[config.mk]
export PLATFORM = sky130hd
export DESIGN_NAME = query_sort_ctrl
export DESIGN_NICKNAME = d
export VERILOG_FILES = /design/src/rtl/query_sort_ctrl.sv
export SDC_FILE = /design/constraint.sdc
export NUM_CORES = 1
export LEC_CHECK = 0
export ABC_AREA = 0
export BUFFER_PORTS_ARGS = -buffer_cell sky130_fd_sc_hd__buf_2
export CAP_MARGIN = 20
export CORE_AREA = 3 3 172 174
export DETAILED_ROUTE_END_ITERATION = 6
export DIE_AREA = 0 0 175 177
export PLACE_DENSITY_LB_ADDON = 0.1
export SLEW_MARGIN = 25
export SYNTH_ARGS = -nofsm -noshare
export SYNTH_HDL_FRONTEND = slang
export SYNTH_SLANG_ARGS = --single-unit
[constraint.sdc]
create_clock -name clk -period 22.9 [get_ports clk]
set_input_delay 6.87 -clock clk [delete_from_list [all_inputs] [get_ports clk]]
set_output_delay 6.87 -clock clk [all_outputs]
set_load 0.01 [all_outputs]
[src/rtl/query_sort_ctrl.sv]
// Per-query controller that streams candidates into an external 4-deep sorted list
// and returns the captured nearest-neighbour result through a valid/ready handshake.
module query_sort_ctrl #(
    parameter int DIST_W = 25,
    parameter int IDX_W  = 15,
    parameter int CNT_W  = 10,
    parameter int QID_W  = 11
) (
    input  logic              clk,
    input  logic              rst,
    input  logic              q_valid,
    output logic              q_ready,
    input  logic [QID_W-1:0]  q_id,
    input  logic [CNT_W-1:0]  q_num_cand,
    input  logic              c_valid,
    output logic              c_ready,
    input  logic [DIST_W-1:0] c_dist,
    input  logic [IDX_W-1:0]  c_idx,
    output logic              sl_insert,
    output logic              sl_restart,
    output logic              sl_last,
    output logic [DIST_W-1:0] sl_dist,
    output logic [IDX_W-1:0]  sl_idx,
    input  logic              sl_valid_out,
    input  logic [DIST_W-1:0] sl_dist_0,
    input  logic [DIST_W-1:0] sl_dist_1,
    input  logic [DIST_W-1:0] sl_dist_2,
    input  logic [DIST_W-1:0] sl_dist_3,
    input  logic [IDX_W-1:0]  sl_idx_0,
    input  logic [IDX_W-1:0]  sl_idx_1,
    input  logic [IDX_W-1:0]  sl_idx_2,
    input  logic [IDX_W-1:0]  sl_idx_3,
    output logic              r_valid,
    input  logic              r_ready,
    output logic [QID_W-1:0]  r_id,
    output logic [2:0]        r_count,
    output logic [DIST_W-1:0] r_dist_0,
    output logic [DIST_W-1:0] r_dist_1,
    output logic [DIST_W-1:0] r_dist_2,
    output logic [DIST_W-1:0] r_dist_3,
    output logic [IDX_W-1:0]  r_idx_0,
    output logic [IDX_W-1:0]  r_idx_1,
    output logic [IDX_W-1:0]  r_idx_2,
    output logic [IDX_W-1:0]  r_idx_3,
    output logic              busy
);

    typedef enum logic [2:0] {IDLE, STREAM, EMPTY, WAIT, RESULT} state_t;

    state_t           state, state_nxt;
    logic [CNT_W-1:0] remaining;
    logic             first;
    logic [2:0]       cnt_clip;
    logic             q_acc, c_acc;

    assign sl_dist = c_dist;
    assign sl_idx  = c_idx;
    assign busy    = (state != IDLE);
    assign r_valid = (state == RESULT);
    assign q_acc   = q_valid && q_ready;
    assign c_acc   = c_valid && c_ready;

    always_ff @(posedge clk or posedge rst) begin
        if (rst) state <= IDLE;
        else     state <= state_nxt;
    end

    // q_ready is gated by rst because IDLE is also the state held during reset
    always_comb begin
        state_nxt  = state;
        q_ready    = 1'b0;
        c_ready    = 1'b0;
        sl_insert  = 1'b0;
        sl_restart = 1'b0;
        sl_last    = 1'b0;
        unique case (state)
            IDLE: begin
                q_ready = !rst;
                if (q_valid && !rst)
                    state_nxt = (q_num_cand != '0) ? STREAM : EMPTY;
            end
            STREAM: begin
                c_ready = 1'b1;
                if (c_valid) begin
                    sl_insert  = 1'b1;
                    sl_restart = first;
                    sl_last    = (remaining == CNT_W'(1));
                    if (remaining == CNT_W'(1)) state_nxt = WAIT;
                end
            end
            EMPTY: begin
                sl_restart = 1'b1;
                state_nxt  = RESULT;
            end
            WAIT: begin
                if (sl_valid_out) state_nxt = RESULT;
            end
            RESULT: begin
                if (r_ready) state_nxt = IDLE;
            end
            default: state_nxt = IDLE;
        endcase
    end

    always_ff @(posedge clk or posedge rst) begin
        if (rst) begin
            remaining <= '0;
            first     <= 1'b0;
            cnt_clip  <= '0;
            r_id      <= '0;
            r_count   <= '0;
            r_dist_0  <= '0;
            r_dist_1  <= '0;
            r_dist_2  <= '0;
            r_dist_3  <= '0;
            r_idx_0   <= '0;
            r_idx_1   <= '0;
            r_idx_2   <= '0;
            r_idx_3   <= '0;
        end else begin
            if (state == IDLE && q_acc) begin
                r_id      <= q_id;
                remaining <= q_num_cand;
                first     <= 1'b1;
                cnt_clip  <= (q_num_cand > CNT_W'(4)) ? 3'd4 : q_num_cand[2:0];
            end
            if (state == STREAM && c_acc) begin
                first     <= 1'b0;
                remaining <= (remaining == '0) ? '0 : remaining - CNT_W'(1);
            end
            if (state == EMPTY) begin
                first   <= 1'b0;
                r_count <= '0;
            end
            if (state == WAIT && sl_valid_out) begin
                r_count  <= cnt_clip;
                r_dist_0 <= sl_dist_0;
                r_dist_1 <= sl_dist_1;
                r_dist_2 <= sl_dist_2;
                r_dist_3 <= sl_dist_3;
                r_idx_0  <= sl_idx_0;
                r_idx_1  <= sl_idx_1;
                r_idx_2  <= sl_idx_2;
                r_idx_3  <= sl_idx_3;
            end
        end
    end

endmodule

======== After elaboration in Yosys (flattened, before gate mapping) ========
Index checks and enable logic that the tools add are counted.
word-level totals
  register bits after elaboration ......... 191
  input bits .............................. 227
  output and inout port bits .............. 221
operators by class
  $add $sub $neg .......................... 1
  order comparisons ....................... 1
  eq/ne operators ......................... 10
  muxes and demuxes ....................... 24
  reduce and logical (&&, ||, !) cells .... 15
operator list
  operator                                                                           number
  10-bit two-way mux                                                                 3
  3-bit two-way mux                                                                  8
  3-bit one-hot mux with 5 select lines                                              1
  10-bit by 1-bit == test with 1-bit output (second input constant)                  1
  10-bit by 3-bit greater-than comparator with 1-bit output (second input constant)  1
  10-bit zero test                                                                   1
  1-bit two-way mux                                                                  10
  10-bit nonzero test                                                                1
  10-bit by 1-bit subtractor with 10-bit output (second input constant)              1
  2-bit inequality test (second input constant)                                      4
  3-bit by 2-bit == test with 1-bit output (second input constant)                   2
  1-bit logical AND                                                                  6
  3-bit nonzero test                                                                 2
  5-bit AND reduction                                                                1
  2-bit nonzero test                                                                 2
  3-bit by 1-bit == test with 1-bit output (second input constant)                   1
  3-bit == test (second input constant)                                              1
  3-bit zero test                                                                    1
  2-bit two-way mux                                                                  1
  2-bit by 1-bit inequality test with 1-bit output (second input constant)           1
  1-bit one-hot mux with 2 select lines                                              1
  1-bit zero test                                                                    1

======== Logic depth before layout (Yosys ltp) ========
Gate-level depths: netlist (run 1).
  word-level depth ........................ 7
  gate-level depth with buffers ........... 7
  depth with buffers taken out ............ 6

======== Least setup slack after synthesis (run 1) ========
OpenSTA, ideal clock, no wires.
  path type ............................... input-to-output
  from .................................... input port c_valid
  to ...................................... output port sl_last
  data arrival time ....................... 7.616 ns
  required time ........................... 16.030 ns
  slack ................................... 8.414 ns
  stages on the path ...................... 3
  path buffers ............................ 0
  cells stage by stage .................... nand2_1 > or4_4 > nor2_1
between the ends
  longest elaborated chain between the ends .. 2
ends and longest elaborated chain
  element             RTL line  text
  start: declaration  15        input logic c_valid,
  1-bit two-way mux   84        if (c_valid) begin
  1-bit two-way mux   76        unique case (state)
  end: declaration    21        output logic sl_last,
Every way passes these cells.

======== Worst setup path in the final report (run 1) ========
  from .................................... input port c_valid
  to ...................................... output port sl_insert
between the ends
  longest elaborated chain between the ends .. 2
ends and longest elaborated chain
  element            RTL line  text
  1-bit two-way mux  84
  1-bit two-way mux  76
  end: declaration   19        output logic sl_insert,
Every way passes these cells.

==> results.md, run 1 <==
* Gr ovfl total at 0
* Pre-antenna DRT Iters at 4
* Worst-case vdd ir drop at 0.0000579 V
* Yosys cell types at 49
* CTS root buf: clkbuf_16
* Final Routed Wirelength at around 22000 µm
* Syn_area_per_cell at ~14 µm²
* CTS tree: built
* DP Wirelength at approximately 16000 µm
* Design area at ~10000 µm²
* Final ANT Viol Nets at 0
* 1st-iter DRT viols at 240
* Synth area leader: dfrtp_1
* Most common cell in the netlist: dfrtp_1
* Endpoints failing setup at 0
* Initial antenna violation count at 4
* Die H at around 180 µm
* Vias in the first global route at around 5800
* Post-synth ARST share at 100%
* Final Cycle Share at 64.4%
* Max-slew violation count at 0
* Hold crit path type: reg -> reg
* Critical Path RT at ~16 ns
* Critical Path Start Type: input port
* IO Pins at 448
* Core ar. at between 20000 and 30000 µm²
* Layout area overhead at 31.3%
* Buffer count from post-CTS setup fixing at 0
* Fin nets at 1113
* Cells after synthesis at around 560
* # rows at 61
* Syn nets at about 790
* Max_cap viols at 0
* Worst-path fanout max at 9
* Total Die Area at ~31000 µm²
* Vias/cell at around 4.3
* RePlAce Congestion at roughly 0.73
* Setup crit end kind: primary output
* Overall Global Routing Usage at between 10 and 15%
* Clock skew at between 0.015 and 0.02 ns
* Post-Layout Cell Count at between 1000 and 1500
* Number of synthesized flops with an enable pin at 0
* Worst-Skew Late Latency at approximately 0.43 ns
* Hold_buf cts at 0
* RSZ-0062 raised after global routing: no
* DP Area at 9750 µm²
* Number of buffers added on ports at 367
* Fin util at 37.0%
* Top cell type's share of synthesized area at ~61%
* Hold slack final at approximately 0.48 ns
* H-tree levels at 4
* Post-CTS resize count at 0
* Achievable Freq at roughly 0.068 GHz
* Drt drc at 0
* Largest cells by area after synthesis: dfrtp_1 (61%), mux2_2 (23%), buf_4 (3.8%)
* Slew margin rel. at between 20% and 30%
* CTS Buf Count at 17
* Sink Count at about 190
* Sequential share of the synthesized area at between 60% and 70%
* Post-synth top cells: dfrtp_1 (191), mux2_2 (161), nand2_1 (51), buf_4 (40)
* Worst-margin pin slew at around 1.1 ns
* Crit path arrival time at between 7 and 8 ns
* Largest net degree at the start of global routing at ~160
* Syn Std Cell Area at a little under 8000 µm²
* Setup TNS at 0 ns
* Leakage at approximately 0.0057 µW
* Crit Path Category: in -> out
* Post-synth top flop: dfrtp_1
* Share of cells above drive strength 1 at a little under two thirds
* Final min period at approximately 15 ns
* Clock slew at reported path FFs at roughly 0.080 ns
* Hold violation count in the final report at 0
* Die width at between 150 and 200 µm
* Dpl cells at around 1200
* FF+latch count, synth at between 150 and 200
* First-pass GRT wire length at roughly 34000 µm
* Clock buffer depth at 2
* Synth warnings at 0
* Via count at between 5000 and 6000
* Power Density at 111 nW/µm²
* Wire length per cell at around 17 µm
* Fillers at roughly 2800
* Initial Utilization at between 20% and 30%
* Outcome: completed
layout by cell type (no fill, tap or decap), types with 2 or more instances in the layout:
cell	n
a31oi_1	2
nand3_1	2
a22o_1	5
clkbuf_16	17
nor4_1	4
buf_2	367
a21oi_1	6
inv_1	10
ha_1	2
nand2_1	51
nor2_1	13
o22ai_1	6
mux2_2	161
or3_1	2
clkinv_4	2
o21ai_0	5
nor3b_1	2
o221ai_1	2
dfrtp_1	191
o211ai_1	3
inv_8	5
inv_6	4
diode_2	3
cells by family (layout without fill, tap and decap cells):
kind of cell,Yosys count,count (layout),share of synthesized area [%]
adder cells (fa/ha/maj),2,2,0.317
other,0,3,0
AO/OA/AOI/OAI,40,40,3.79
multiplexers,161,161,23.0
buffers and inverters,79,413,6.54
AND/OR/NAND/NOR,89,89,5.59
XOR/XNOR,1,1,0.111
flip-flops,191,191,60.6
state kept, by name (all words and copies together), names as in the netlist:
name       flops
r_count        3
r_dist_3      25
r_dist_2      25
r_dist_0      25
r_idx_0       15
r_idx_3       15
state          3
r_idx_1       15
remaining     10
first          1
r_dist_1      25
r_idx_2       15
r_id          11
cnt_clip       3
report_power, final:
part / switching [µW] / total (µW) / internal, µW
Combinational: 177 / 355 / 177
Sequential: 55.8 / 501 / 445
Clock: 149 / 296 / 146
path summary, 6_finish.rpt:
kind | cells after the start | slack, ns | startpoint | end
setup / recovery | 4 | 8.14 | c_valid | sl_insert
hold / removal | 2 | 0.48 | r_id[5] | r_id[5]
setup reg to reg | 3 | 20.62 | state[0] | r_dist_0[7]
hold reg to reg | 2 | 0.48 | r_id[5] | r_id[5]
max in group asynchronous | 3 | 14.77 | rst | r_idx_2[7]
min in group asynchronous | 2 | 6.66 | rst | r_dist_3[7]
routing by layer:
metal  vias up  track usage [%]  part of all wire, %
li1       2561                -                    -
met1      2646             16.3                   39
met2       254             24.2                   50
met3        41             5.30                  8.7
met4         2             5.02                  1.9
met5         -                0                0.058
layout make-up:
cell class | count | area, µm² | share of cell area (%)
clock inverter | 14 | 143 | 1.38
multi-input combinational | 293 | 2590 | 25.0
timing repair buffer | 370 | 1880 | 18.2
sequential | 191 | 4780 | 46.2
antenna | 3 | 7.51 | 0.0726
inverter | 11 | 48.8 | 0.472
tap | 378 | 473 | 4.57
clock buffer | 18 | 429 | 4.15
stage by stage:
step | worst slack, ns | total power [µW]
finish | 8.14 | 1150
global route | 8.03 | 1230
CTS | 8.14 | 1170
detailed placement | 8.16 | 870
global placement | 8.18 | 870
floorplan | 8.41 | 717
critical path: stages:
cell and delay (ns):
buf_2 0.11, nand4bb_1 0.39, inv_1 0.32, buf_2 0.18
Note: power is estimated with default switching activity, not from simulation.
==> inputs of run 2 (changes only) <==
--- a/config.mk
+++ b/config.mk
@@ -5,12 +5,12 @@
 export SDC_FILE = /design/constraint.sdc
 export NUM_CORES = 1
 export LEC_CHECK = 0
-export ABC_AREA = 0
+export ABC_AREA = 1
 export BUFFER_PORTS_ARGS = -buffer_cell sky130_fd_sc_hd__buf_2
 export CAP_MARGIN = 20
-export CORE_AREA = 3 3 172 174
+export CORE_AREA = 3 3 173 175
 export DETAILED_ROUTE_END_ITERATION = 6
-export DIE_AREA = 0 0 175 177
+export DIE_AREA = 0 0 176 178
 export PLACE_DENSITY_LB_ADDON = 0.1
 export SLEW_MARGIN = 25
 export SYNTH_ARGS = -nofsm -noshare
==> constraint.sdc (replaced) <==
create_clock -name clk -period 14.7 [get_ports clk]
set_input_delay 4.41 -clock clk [delete_from_list [all_inputs] [get_ports clk]]
set_output_delay 4.41 -clock clk [all_outputs]
set_load 0.01 [all_outputs]
==> results.md, run 2 <==
* Fin nets at 1481 (+33%)
* R2R setup slack at 11.56 ns (-9.06 ns)
* CTS tree: built
* Share of cells above drive strength 1 at 32.5% (-31 points)
* Pre-antenna DRT Iters at 5 (+1)
* Syn Std Cell Area at 8000 µm² (+1.5%)
* Fin util at 36.2% (-0.87 points)
* Power Density at 203 nW/µm² (+82%)
* Clock buffer depth at 2 (unchanged)
* Max-slew violation count at 0 (unchanged)
* Cells after synthesis at 943 (+67%)
* Worst-margin pin slew at 0.972 ns (-0.136 ns)
* Post-synth ARST share at 100% (unchanged)
* Setup TNS at 0 ns (unchanged)
* Sequential share of the synthesized area at 59.8% (-0.88 points)
* Number of buffers added on ports at 367 (unchanged)
* Final min period at about 9.5 ns
* Worst-case vdd ir drop at 0.0000691 V (+19%)
* Vias in the first global route at 6742 (+16%)
* Reg2Reg Launch Point: state[0]
* R2R depth at 7 (+4)
* Leakage at 0.00607 µW (+6.3%)
* Outcome: completed
* Sink Count at 191 (unchanged)
* H-tree levels at 4 (unchanged)
* 1st-iter DRT viols at 436 (+82%)
* Initial Utilization at 27.9% (-0.27 points)
* Hold crit path type: reg -> reg
* Worst-path fanout max at 13 (+4)
* Worst-Skew Late Latency at 0.43 ns (about the same)
* Achievable Freq at roughly 0.11 GHz
* Wire length per cell at 14.8 µm (-15%)
* Post-synth top flop: dfrtp_1
* Overall Global Routing Usage at 15.3% (+1.2 points)
* RePlAce Congestion at 0.744 (+1.9%)
* Total Die Area at 31300 µm² (+1.1%)
* HP Start: r_idx_0[3]
* Crit path arrival time at 5.10 ns (-2.79 ns)
* Yosys cell types at 26 (-47%)
* Hold_buf cts at 0 (unchanged)
* Most frequent cells in the layout: nand2_1 (560), buf_2 (367), dfrtp_1 (191), nor2_1 (33), inv_1 (21)
* DP Wirelength at 17000 µm (+4.6%)
* First-pass GRT wire length at 38000 µm (+12%)
* Crit Path Category: in -> out
* Final ANT Viol Nets at 0 (unchanged)
* Layout area overhead at 29.4%
* Post-CTS resize count at 0 (unchanged)
* Register area at 4780 µm² (unchanged)
* Synth area leader: dfrtp_1
* Setup crit end kind: primary output
* Largest net degree at the start of global routing at 126 (-22%)
* Fillers at 3034 (+6.6%)
* FF+latch count, synth at 191 (unchanged)
* Endpoints failing setup at 0 (unchanged)
* Drt drc at 0 (unchanged)
* Slew margin rel. at 35.2% (+9.1 points)
* Critical Path Start Type: input port
* Syn nets at 1172 (+48%)
* Final Cycle Share at 64.7%
* Initial antenna violation count at 2 (-2)
* Final Routed Wirelength at 24400 µm (+9.3%)
* Via count at 6811 (+24%)
* RSZ-0062 raised after global routing: no
* Largest cells by area after synthesis: dfrtp_1 (60%), nand2_1 (26%), buf_4 (4.9%)
* Inserted Diodes at 0 (-3)
* Clock skew at 0.0260 ns (+0.00814 ns)
* # rows at 62 (+1.6%)
* Critical Path RT at 10.29 ns (-5.74 ns)
* WHS Endpoint: r_idx_0[3]
* Most common cell in the netlist: nand2_1
* Clock slew at reported path FFs at 0.07 ns (about the same)
* IO Pins at 448 (unchanged)
* Synth warnings at 0 (unchanged)
* Syn_area_per_cell at 8.48 µm² (-39%)
* CTS Buf Count at 17 (unchanged)
* Terminus of the critical flop-to-flop path: r_dist_3[20]
* Hold violation count in the final report at 0 (unchanged)
* Die width at 176 µm (+0.57%)
* Top cell type's share of synthesized area at 59.8% (-0.88 points)
* Commonest non-fill, non-tap cell in the layout: nand2_1
* Post-synth top cells: nand2_1 (561), dfrtp_1 (191), buf_4 (52), nor2_1 (33), inv_1 (22)
* Footprint of the multi-input gates at 2560 µm² (-1.1%)
* CTS root buf: clkbuf_16
* Max_cap viols at 0 (unchanged)
* Number of synthesized flops with an enable pin at 0 (unchanged)
* Gr ovfl total at 0 (unchanged)
* Buffer count from post-CTS setup fixing at 0 (unchanged)
* Die H at 178 µm (+0.56%)
* Core ar. at 28600 µm² (+2.5%)
* Vias/cell at 4.13 (-4.0%)
* WHS Path Cells at 2 (unchanged)
run 2: cell count changes in the layout (fill, tap and decap cells not counted), sizes merged, moves of 4 or more:
| cell | before | now |
|---|---|---|
| inv | 20 | 31 |
| nand2 | 51 | 561 |
| mux2 | 161 | 0 |
| a22o | 5 | 1 |
| o21ai | 6 | 15 |
| nor4 | 4 | 0 |
| nand3 | 2 | 13 |
| nor2 | 13 | 33 |
| o22ai | 6 | 2 |
run 2: layout make-up:
type	count	share of cell area (%)
Clock buffer	18	4.24
Timing Repair Buffer	370	18.0
Tap cell	384	4.64
Inverter	26	1.04
Sequential cell	191	46.2
Multi-Input combinational cell	646	24.7
Clock inverter	13	1.21
run 2: logic make-up (layout without fill, tap and decap cells):
family | after synthesis | count (layout) | synth area share (%)
AND/OR/NAND/NOR | 613 | 613 | 29.3
flip-flops | 191 | 191 | 59.8
AO/OA/AOI/OAI | 28 | 28 | 1.97
buffers and inverters | 106 | 427 | 8.35
adder cells (fa/ha/maj) | 2 | 2 | 0.313
XOR/XNOR | 3 | 3 | 0.329
run 2: critical path, cell delays in order:
cell     delay (ns)
buf_2          0.09
nand2_1        0.23
o21ai_0        0.22
buf_2          0.15
run 2: stage by stage:
stage                     power [µW]  std cells  area, µm²  setup WS [ns]  hold WS, ns
after floorplan                 1330        943       8000           5.07        0.453
after global placement          1670       1617       9780           5.21        0.457
after global routing            2280       1648      10400           5.08        0.499
after CTS                       2140       1648      10400           5.18        0.479
after detailed placement        1670       1617       9790           5.18        0.460
final                           2100       1648      10400           5.19        0.473
run 2: layer usage:
metal | GRT usage (%) | share of wire, % | vias up
li1 | - | - | 3439
met3 | 6.05 | 10 | 21
met5 | 0 | 0.029 | -
met4 | 4.06 | 1.0 | 2
met2 | 23.8 | 45 | 285
met1 | 20.0 | 44 | 3064
run 2: worst max-delay path by stage:
stage / from / end / depth (start not counted)
2_1_floorplan: rst / cnt_clip[0] / 1
3_3_place_gp: c_valid / sl_restart / 4
3_5_place_dp: c_valid / sl_restart / 4
4_1_cts: c_valid / sl_restart / 4
5_1_grt: c_valid / sl_restart / 4
6_report: c_valid / sl_restart / 4
run 2: power breakdown:
part / internal, µW / switching (µW)
registers: 756 / 124
clock network: 228 / 226
logic: 304 / 460
total: 1290 / 811
==> inputs of run 3 (changes only) <==
==> constraint.sdc (replaced) <==
create_clock -name clk -period 7.7 [get_ports clk]
set_input_delay 2.31 -clock clk [delete_from_list [all_inputs] [get_ports clk]]
set_output_delay 2.31 -clock clk [all_outputs]
set_load 0.01 [all_outputs]
==> results.md, run 3 (synthesized netlist as in run 2, its figures left out) <==
* Final Cycle Share at approximately 69%
* Pre-antenna DRT Iters at 4 (-1)
* Crit-path leading delay family: buffers and inverters
* Via count at 6879 (+1.0%)
* Setup TNS at 0 ns (unchanged)
* CTS Buf Count at 17 (unchanged)
* Critical Path RT at 5.39 ns (-4.90 ns)
* Number of buffers added on ports at 367 (unchanged)
* Final Routed Wirelength at 24200 µm (-0.78%)
* WP buf/inv at 2 (unchanged)
* Worst-Skew Late Latency at 0.42 ns (about the same)
* Clock skew at 0.0137 ns (-0.0123 ns)
* # rows at 62 (unchanged)
* Largest net degree at the start of global routing at 131 (+4.0%)
* RSZ-0062 raised after global routing: no
* Fin nets at 1482 (+0.068%)
* R2R setup slack at 4.81 ns (-6.75 ns)
* Max_cap viols at 0 (unchanged)
* Post-Layout Cell Count at 1649 (+0.061%)
* Setup crit end kind: primary output
* Sink Count at 191 (unchanged)
* Most frequent cells in the layout: nand2_1 (560), buf_2 (367), dfrtp_1 (191), nor2_1 (33), inv_1 (21)
* Overall Global Routing Usage at 15.0% (-0.30 points)
* Total Die Area at 31300 µm² (unchanged)
* Achievable Freq at roughly 0.19 GHz
* Vias/cell at 4.17 (+0.94%)
* Die H at 178 µm (unchanged)
* DP Area at 9790 µm² (about the same)
* Total power at 4020 µW (+92%)
* Vias in the first global route at 6630 (-1.7%)
* Max-slew violation count at 0 (unchanged)
* Worst-margin pin slew at 0.958 ns (-0.0135 ns)
* Crit path arrival time at 2.99 ns (-2.11 ns)
* Die width at 176 µm (unchanged)
* Final ANT Viol Nets at 0 (unchanged)
* 1st-iter DRT viols at 390 (-11%)
* Hold violation count in the final report at 0 (unchanged)
* Wire length per cell at 14.7 µm (-0.84%)
* Share of cells above drive strength 1 at 32.5% (unchanged)
* Crit-path cells: buf_2 -> nand2_1 -> o21ai_0 -> buf_2
* IO Pins at 448 (unchanged)
* Hold_buf cts at 0 (unchanged)
* Worst-path fanout max at 13 (unchanged)
* RePlAce Congestion at 0.736 (-1.0%)
* Initial antenna violation count at 3 (+1)
* Critical Path Start Type: input port
* Dpl cells at 1618 (+0.062%)
* Clock slew at reported path FFs at 0.06 ns (about the same)
* Drt drc at 0 (unchanged)
* Initial Utilization at 27.9% (unchanged)
* Design area at 10400 µm² (+0.23%)
* Slowest stage cell, crit path: nand2_1
* Buffer count from post-CTS setup fixing at 0 (unchanged)
* Layout area overhead at 29.7%
* Hold crit path type: reg -> reg
* Power Density at 387 nW/µm² (+91%)
* Clock buffer depth at 2 (unchanged)
* Crit Path Category: in -> out
* Gr ovfl total at 0 (unchanged)
* First-pass GRT wire length at 37200 µm (-2.0%)
* CTS root buf: clkbuf_16
* Register area at 4780 µm² (unchanged)
* Worst-case vdd ir drop at 0.000135 V (+96%)
* Endpoints failing setup at 0 (unchanged)
* H-tree levels at 4 (unchanged)
* Slew margin rel. at 36.1% (+0.90 points)
* Commonest non-fill, non-tap cell in the layout: nand2_1
* Core ar. at 28600 µm² (unchanged)
* Crit-path max cell delay at 0.22 ns (about the same)
* Outcome: completed
* DP Wirelength at 17000 µm (+0.25%)
* Post-CTS resize count at 0 (unchanged)
* Leakage at 0.00609 µW (+0.29%)
* CTS tree: built
* Final min period at approximately 5.3 ns
* Most common cell on crit path: buf_2
* Footprint of the multi-input gates at 2560 µm² (unchanged)
* Fillers at 3081 (+1.5%)
[run 3: tightest hold or removal path, cell delays in order, from the launching register on]
cell and delay, ns:
dfrtp_1 0.34, nand2_1 0.05, nand2_1 0.05
[run 3: metal layers]
metal / wire length (µm) / part of all wire (%) / GRT usage [%] / up-vias
met5: 7 / 0.029 / 0 / -
met4: 458 / 1.9 / 4.68 / 2
met3: 2420 / 10 / 5.62 / 34
met2: 10800 / 44 / 22.8 / 298
met1: 10600 / 44 / 19.9 / 3112
li1: - / - / - / 3433
[run 3: worst paths after layout]
path	startpoint	to	depth (start not counted)
min	r_idx_3[6]	r_idx_3[6]	2
max in group asynchronous	rst	r_dist_3[10]	3
min reg2reg	r_idx_3[6]	r_idx_3[6]	2
min in group asynchronous	rst	remaining[9]	2
max reg2reg	state[0]	r_dist_2[4]	7
max	c_valid	sl_restart	4
[run 3: area by class of cell]
class                           instances  share of cell area [%]
Sequential cell                       191                    46.1
Multi-Input combinational cell        646                    24.6
Clock buffer                           17                    4.10
Timing Repair Buffer                  371                    18.0
Antenna cell                            1                  0.0241
Tap cell                              384                    4.63
Clock inverter                         13                    1.46
Inverter                               26                    1.09
[run 3: power by group]
group | switching (µW) | internal, µW | leakage, µW
Combinational | 885 | 580 | 0.00340
Clock | 419 | 459 | 0.000280
Sequential | 232 | 1440 | 0.00241
Total | 1540 | 2480 | 0.00609
[run 3: through the flow]
stage,hold slack (ns),utilization (%),worst slack (ns)
CTS,0.478,36.2,2.38
global placement,0.458,34.2,2.41
detailed placement,0.459,34.2,2.39
finish,0.472,36.2,2.40
global route,0.486,36.2,2.27
floorplan,0.453,-,0.173
